### src/rtl/spi_slv16.sv
// rtl/spi_slv16.sv - 16-bit SPI slave (SCLK idles high) with synchronized inputs
//
// Ports:
//   clk, rst          system clock, synchronous active-high reset
//   SS_n, SCLK, MOSI  asynchronous SPI pins from the master
//   MISO              serial response, MSB first, 0 when not selected
//   tx_data, wrt      response word and its load strobe (into tx_buf)
//   rx_data, rdy      last good 16-bit word and its valid flag
//   clr_rdy           clears rdy
//   frm_err           one-cycle pulse on a frame with the wrong bit count
//   busy              high while a frame is being shifted

module spi_slv16 #(
    parameter int SYNC_STAGES = 2
) (
    input  logic        clk,
    input  logic        rst,
    input  logic        SS_n,
    input  logic        SCLK,
    input  logic        MOSI,
    output logic        MISO,
    input  logic [15:0] tx_data,
    input  logic        wrt,
    input  logic        clr_rdy,
    output logic [15:0] rx_data,
    output logic        rdy,
    output logic        frm_err,
    output logic        busy
);

    typedef enum logic {IDLE, SHIFT} state_t;

    state_t                 state_q, state_d;
    logic [SYNC_STAGES-1:0] ss_sync_q, ss_sync_d;
    logic [SYNC_STAGES-1:0] sclk_sync_q, sclk_sync_d;
    logic [SYNC_STAGES-1:0] mosi_sync_q, mosi_sync_d;
    logic                   ss_dly_q, ss_dly_d;
    logic                   sclk_dly_q, sclk_dly_d;
    logic [SYNC_STAGES:0]   vld_q, vld_d;
    logic [15:0]            tx_buf_q, tx_buf_d;
    logic [15:0]            tx_shreg_q, tx_shreg_d;
    logic [15:0]            rx_shreg_q, rx_shreg_d;
    logic [15:0]            rx_data_q, rx_data_d;
    logic [4:0]             bit_cnt_q, bit_cnt_d;
    logic                   rdy_q, rdy_d;
    logic                   rdy_set_q, rdy_set_d;
    logic                   frm_err_q, frm_err_d;
    logic                   busy_q, busy_d;

    logic ss_s, sclk_s, mosi_s;
    logic ss_fall, ss_rise, sclk_rise, sclk_fall;

    assign ss_s   = ss_sync_q[SYNC_STAGES-1];
    assign sclk_s = sclk_sync_q[SYNC_STAGES-1];
    assign mosi_s = mosi_sync_q[SYNC_STAGES-1];

    // vld_q fills with ones after reset; its top bit says the edge-detect
    // flops hold real pin history rather than reset values. This keeps a
    // reset released with SS_n already low from looking like a frame start.
    assign ss_fall   = vld_q[SYNC_STAGES] & ss_dly_q & ~ss_s;
    assign ss_rise   = ~ss_dly_q & ss_s;
    assign sclk_rise = ~sclk_dly_q & sclk_s;
    assign sclk_fall = sclk_dly_q & ~sclk_s;

    assign MISO    = ~ss_s & tx_shreg_q[15];
    assign rx_data = rx_data_q;
    assign rdy     = rdy_q;
    assign frm_err = frm_err_q;
    assign busy    = busy_q;

    always_comb begin
        ss_sync_d   = {ss_sync_q[SYNC_STAGES-2:0], SS_n};
        sclk_sync_d = {sclk_sync_q[SYNC_STAGES-2:0], SCLK};
        mosi_sync_d = {mosi_sync_q[SYNC_STAGES-2:0], MOSI};
        ss_dly_d    = ss_s;
        sclk_dly_d  = sclk_s;
        vld_d       = {vld_q[SYNC_STAGES-1:0], 1'b1};

        state_d    = state_q;
        tx_buf_d   = wrt ? tx_data : tx_buf_q;
        tx_shreg_d = tx_shreg_q;
        rx_shreg_d = rx_shreg_q;
        rx_data_d  = rx_data_q;
        bit_cnt_d  = bit_cnt_q;
        rdy_set_d  = 1'b0;
        frm_err_d  = 1'b0;
        busy_d     = busy_q;

        case (state_q)
            IDLE: begin
                // SCLK edges in IDLE (including one coincident with the
                // SS_n fall) are not part of any frame.
                if (ss_fall) begin
                    state_d    = SHIFT;
                    busy_d     = 1'b1;
                    tx_shreg_d = wrt ? tx_data : tx_buf_q;
                    bit_cnt_d  = 5'd0;
                end
            end
            SHIFT: begin
                if (ss_rise) begin
                    state_d = IDLE;
                    busy_d  = 1'b0;
                    if (bit_cnt_q == 5'd16) begin
                        rx_data_d = rx_shreg_q;
                        rdy_set_d = 1'b1;
                    end else begin
                        frm_err_d = 1'b1;
                    end
                end else begin
                    if (sclk_rise) begin
                        rx_shreg_d = {rx_shreg_q[14:0], mosi_s};
                        if (bit_cnt_q != 5'd31) begin
                            bit_cnt_d = bit_cnt_q + 5'd1;
                        end
                    end
                    // The first fall of a frame keeps the MSB in place so
                    // the master samples it on the first rise.
                    if (sclk_fall && bit_cnt_q != 5'd0) begin
                        tx_shreg_d = {tx_shreg_q[14:0], 1'b0};
                    end
                end
            end
            default: state_d = IDLE;
        endcase

        rdy_d = rdy_q;
        if (clr_rdy || ss_fall) begin
            rdy_d = 1'b0;
        end
        if (rdy_set_q) begin
            rdy_d = 1'b1;
        end
    end

    always_ff @(posedge clk) begin
        if (rst) begin
            state_q     <= IDLE;
            ss_sync_q   <= '1;
            sclk_sync_q <= '1;
            mosi_sync_q <= '0;
            ss_dly_q    <= 1'b1;
            sclk_dly_q  <= 1'b1;
            vld_q       <= '0;
            tx_buf_q    <= 16'h0000;
            tx_shreg_q  <= 16'h0000;
            rx_shreg_q  <= 16'h0000;
            rx_data_q   <= 16'h0000;
            bit_cnt_q   <= 5'd0;
            rdy_q       <= 1'b0;
            rdy_set_q   <= 1'b0;
            frm_err_q   <= 1'b0;
            busy_q      <= 1'b0;
        end else begin
            state_q     <= state_d;
            ss_sync_q   <= ss_sync_d;
            sclk_sync_q <= sclk_sync_d;
            mosi_sync_q <= mosi_sync_d;
            ss_dly_q    <= ss_dly_d;
            sclk_dly_q  <= sclk_dly_d;
            vld_q       <= vld_d;
            tx_buf_q    <= tx_buf_d;
            tx_shreg_q  <= tx_shreg_d;
            rx_shreg_q  <= rx_shreg_d;
            rx_data_q   <= rx_data_d;
            bit_cnt_q   <= bit_cnt_d;
            rdy_q       <= rdy_d;
            rdy_set_q   <= rdy_set_d;
            frm_err_q   <= frm_err_d;
            busy_q      <= busy_d;
        end
    end

endmodule

### config.mk
export PLATFORM = sky130hd
export DESIGN_NAME = spi_slv16
export DESIGN_NICKNAME = d
export VERILOG_FILES = /design/src/rtl/spi_slv16.sv
export SDC_FILE = /design/constraint.sdc
export NUM_CORES = 1
export LEC_CHECK = 0
export CAP_MARGIN = 10
export CELL_PAD_IN_SITES_DETAIL_PLACEMENT = 1
export CELL_PAD_IN_SITES_GLOBAL_PLACEMENT = 2
export CORE_MARGIN = 3
export CORE_UTILIZATION = 38
export CTS_BUF_LIST = sky130_fd_sc_hd__clkbuf_4 sky130_fd_sc_hd__clkbuf_8
export CTS_CLUSTER_DIAMETER = 30
export CTS_CLUSTER_SIZE = 8
export DETAILED_ROUTE_END_ITERATION = 16
export PLACE_DENSITY_LB_ADDON = 0.1
export RECOVER_POWER = 50
export SKIP_CTS_REPAIR_TIMING = 1
export SLEW_MARGIN = 5
export SYNTH_ARGS = -nofsm -noshare
export SYNTH_HDL_FRONTEND = slang
export SYNTH_SLANG_ARGS = --single-unit
### constraint.sdc
create_clock -name clk -period 6.45 [get_ports clk]
set_clock_uncertainty 0.2 [all_clocks]
set_input_delay 0.645 -clock clk [delete_from_list [all_inputs] [get_ports clk]]
set_output_delay 0.645 -clock clk [all_outputs]
set_load 0.05 [all_outputs]
==> results_dict.tcl <==
set metrics [dict create \
    fin_ws_ns 2.61 \
    boundaryPins 43 \
    peakVddDrop_uv 96.7 \
    antenna_found_initial 0 \
    numPortBuffers 42 \
    hold_viol_final 0 \
    clockRootBuffer "clkbuf_8" \
    cts_inserted_buffers 9 \
    violations "capacitance limit, slew limit" \
    via_per_inst 4.93 \
    cap_violations 1 \
    drc_errors 0 \
    fmax_mhz 261 \
    p_leak_nw 1.65 \
    fin_nets 404 \
    cts_tree "done" \
    power_uw 985 \
    reg2reg_slack_ns 4.10 \
    synthCells 343 \
    endpoint_kind "register" \
    setup_tns_ns 0 \
    grt_overflow_total 0 \
    path_clk_slew_ns 0.08 \
    highest_layer "met4" \
    n_fill_cell 970 \
    drt.antenna.violating_nets 0 \
    ys_seq_elements 85 \
    drv_slew 85 \
    core_um2 8300 \
    dieArea_um2 9790 \
    htreeDepth 3 \
    synthesis.area_um2 3280 \
    start_kind "primary input" \
    num_rows 33 \
    avgSynthCellArea_um2 9.57 \
    whs_path_depth 1 \
    routedWlPerCell_um 13.2 \
    grt_max_degree 85 \
    wl_met2_um 3030 \
    syn_to_final_growth_pct 19.1 \
    cts_sinks 85 \
    critPathKind "in2reg" \
    clock_latency_ns 0.35 \
    setup_viol 0 \
    yosysUniqueCellTypes 37 \
    drt-pass1-iter-count 4 \
    num_vias 2404 \
    worst_pin_slew_ns 3.57 \
    rr_worst_depth 7 \
    gp_routability_congestion 0.703 \
    wl_met3_um 249 \
    yosys_warnings 0 \
    die_w_um 98.9 \
    layout-drive-gt1-share 0.0862 \
    drt_iter0_markers 61 \
    powerDensity_nw_per_um2 252 \
    period_share 0.595 \
    wl_met1_um 3090 \
    grt_setup_unrepaired "false" \
    grt.total_usage 0.142 \
    max-clock-path-buffers 2 \
    ys_seq_area_frac 0.518 \
    die_h_um 98.9 \
    cp_data_required_time_ns 6.48 \
    drt_wl_total_um 6450 \
    antenna_cells 0 \
    status "finished with violations" \
    hp-class "reg2reg" \
    period_needed_ns 3.84 \
    initial_utilization 0.395 \
    hpwl_um 4140 \
    cp_max_fo 84 \
    slew_headroom -1.38 \
    grt_pass1_vias 2408 \
    critPathArrivalTime_ns 3.86 \
    dp_slack_ns 3.62 \
    grt_pass1_wl_um 11300 \
    synth.net_count 369 \
]
[sequential cells by signal (all words and copies together), names as in the netlist, 2 cells and up]
| signal | flops |
|---|---|
| rx_data | 16 |
| rx_shreg_q | 16 |
| tx_buf_q | 16 |
| tx_shreg_q | 16 |
| bit_cnt_q | 5 |
| vld_q | 3 |
| mosi_sync_q | 2 |
| sclk_sync_q | 2 |
| ss_sync_q | 2 |
[cell families (layout without fill, tap and decap cells)]
family / after synthesis / count (layout) / synth area share
simple gates: 130 / 130 / 0.186
fa+ha+maj: 3 / 3 / 0.0114
buf+inv: 28 / 68 / 0.0553
flops: 85 / 85 / 0.518
mux: 47 / 47 / 0.143
compound gates: 50 / 50 / 0.0854
[layout by cell type, fill, tap and decap left out]
cell	instances
inv_8	1
or4b_4	1
mux2i_1	47
nor2_1	50
o21ai_0	20
o21a_1	1
clkinv_4	1
and4bb_2	2
a21boi_1	1
clkinvlp_4	1
nand2_1	47
a41oi_2	1
a211oi_1	2
nor3_1	2
or4_1	2
clkdlybuf4s50_1	41
clkbuf_1	1
bufinv_16	1
a21oi_1	21
clkbuf_8	11
inv_6	1
buf_2	1
or4bb_2	1
nand4_1	3
nand3_1	2
inv_1	7
dfxtp_1	85
ha_1	3
nor2b_1	7
or2_2	6
and3_2	1
buf_4	2
nand3b_1	2
nor2_4	1
nand2b_1	1
or3_1	1
nand2b_4	1
a22oi_1	1
o31ai_1	2
a31oi_1	1
[cell usage after synthesis, drive strengths merged]
| master | instances | share of area |
|---|---|---|
| dfxtp | 85 | 0.52 |
| nor2 | 51 | 0.061 |
| mux2i | 47 | 0.14 |
| nand2 | 47 | 0.054 |
| a21oi | 21 | 0.032 |
| o21ai | 20 | 0.031 |
| clkbuf | 13 | 0.024 |
| buf | 8 | 0.023 |
| inv | 7 | 0.0080 |
| nor2b | 7 | 0.013 |
| or2 | 6 | 0.011 |
| ha | 3 | 0.011 |
| nand4 | 3 | 0.0057 |
| a211oi | 2 | 0.0046 |
| and4bb | 2 | 0.0076 |
| nand2b | 2 | 0.0061 |
| nand3 | 2 | 0.0031 |
| nand3b | 2 | 0.0046 |
| nor3 | 2 | 0.0031 |
| o31ai | 2 | 0.0046 |
| or4 | 2 | 0.0046 |
| a21boi | 1 | 0.0023 |
| a22oi | 1 | 0.0023 |
| a31oi | 1 | 0.0019 |
| a41oi | 1 | 0.0050 |
| and3 | 1 | 0.0023 |
| o21a | 1 | 0.0023 |
| or3 | 1 | 0.0019 |
| or4b | 1 | 0.0042 |
| or4bb | 1 | 0.0038 |
[per-layer routing]
metal,GRT usage,up-vias
li1,-,1220
met1,0.176,1146
met2,0.236,32
met3,0.0425,6
met4,0.0504,0
met5,0,-
[power breakdown]
part / switching (mW) / total (mW) / internal, mW / leakage (nW)
Sequential: 0.00334 / 0.537 / 0.534 / 0.690
Combinational: 0.0231 / 0.0469 / 0.0238 / 0.849
Clock: 0.195 / 0.400 / 0.205 / 0.108
[worst max-delay path, cell delays in order]
cell and delay, ns:
buf_2 0.08, clkbuf_1 2.49, nor2_1 0.26, a22oi_1 0.31, a21oi_1 0.06
[layout make-up]
type	instances	area, um2	area share
well taps	105	131	0.0336
multi-input cells	230	1400	0.358
clock inverters	5	66.3	0.0170
flip-flops and latches	85	1700	0.435
repair buffers	45	434	0.111
inverters	7	26.3	0.00672
clock buffers	11	151	0.0387
[worst paths after layout]
| check | startpoint | end |
|---|---|---|
| max | rst | tx_shreg_q[0] |
| min | sclk_sync_q[0] | sclk_sync_q[1] |
| max reg2reg | bit_cnt_q[0] | tx_shreg_q[4] |
| min reg2reg | sclk_sync_q[0] | sclk_sync_q[1] |
[stage by stage]
step	cells	cell area, um2	util	hold slack, ns
after floorplan	343	3280	-	0.189
after global placement	472	3700	0.445	0.200
after detailed placement	472	3700	0.445	0.199
after CTS	488	3910	0.472	0.224
after global routing	488	3910	0.471	0.229
final	488	3910	0.471	0.218
(Power assumes the default switching activity.)
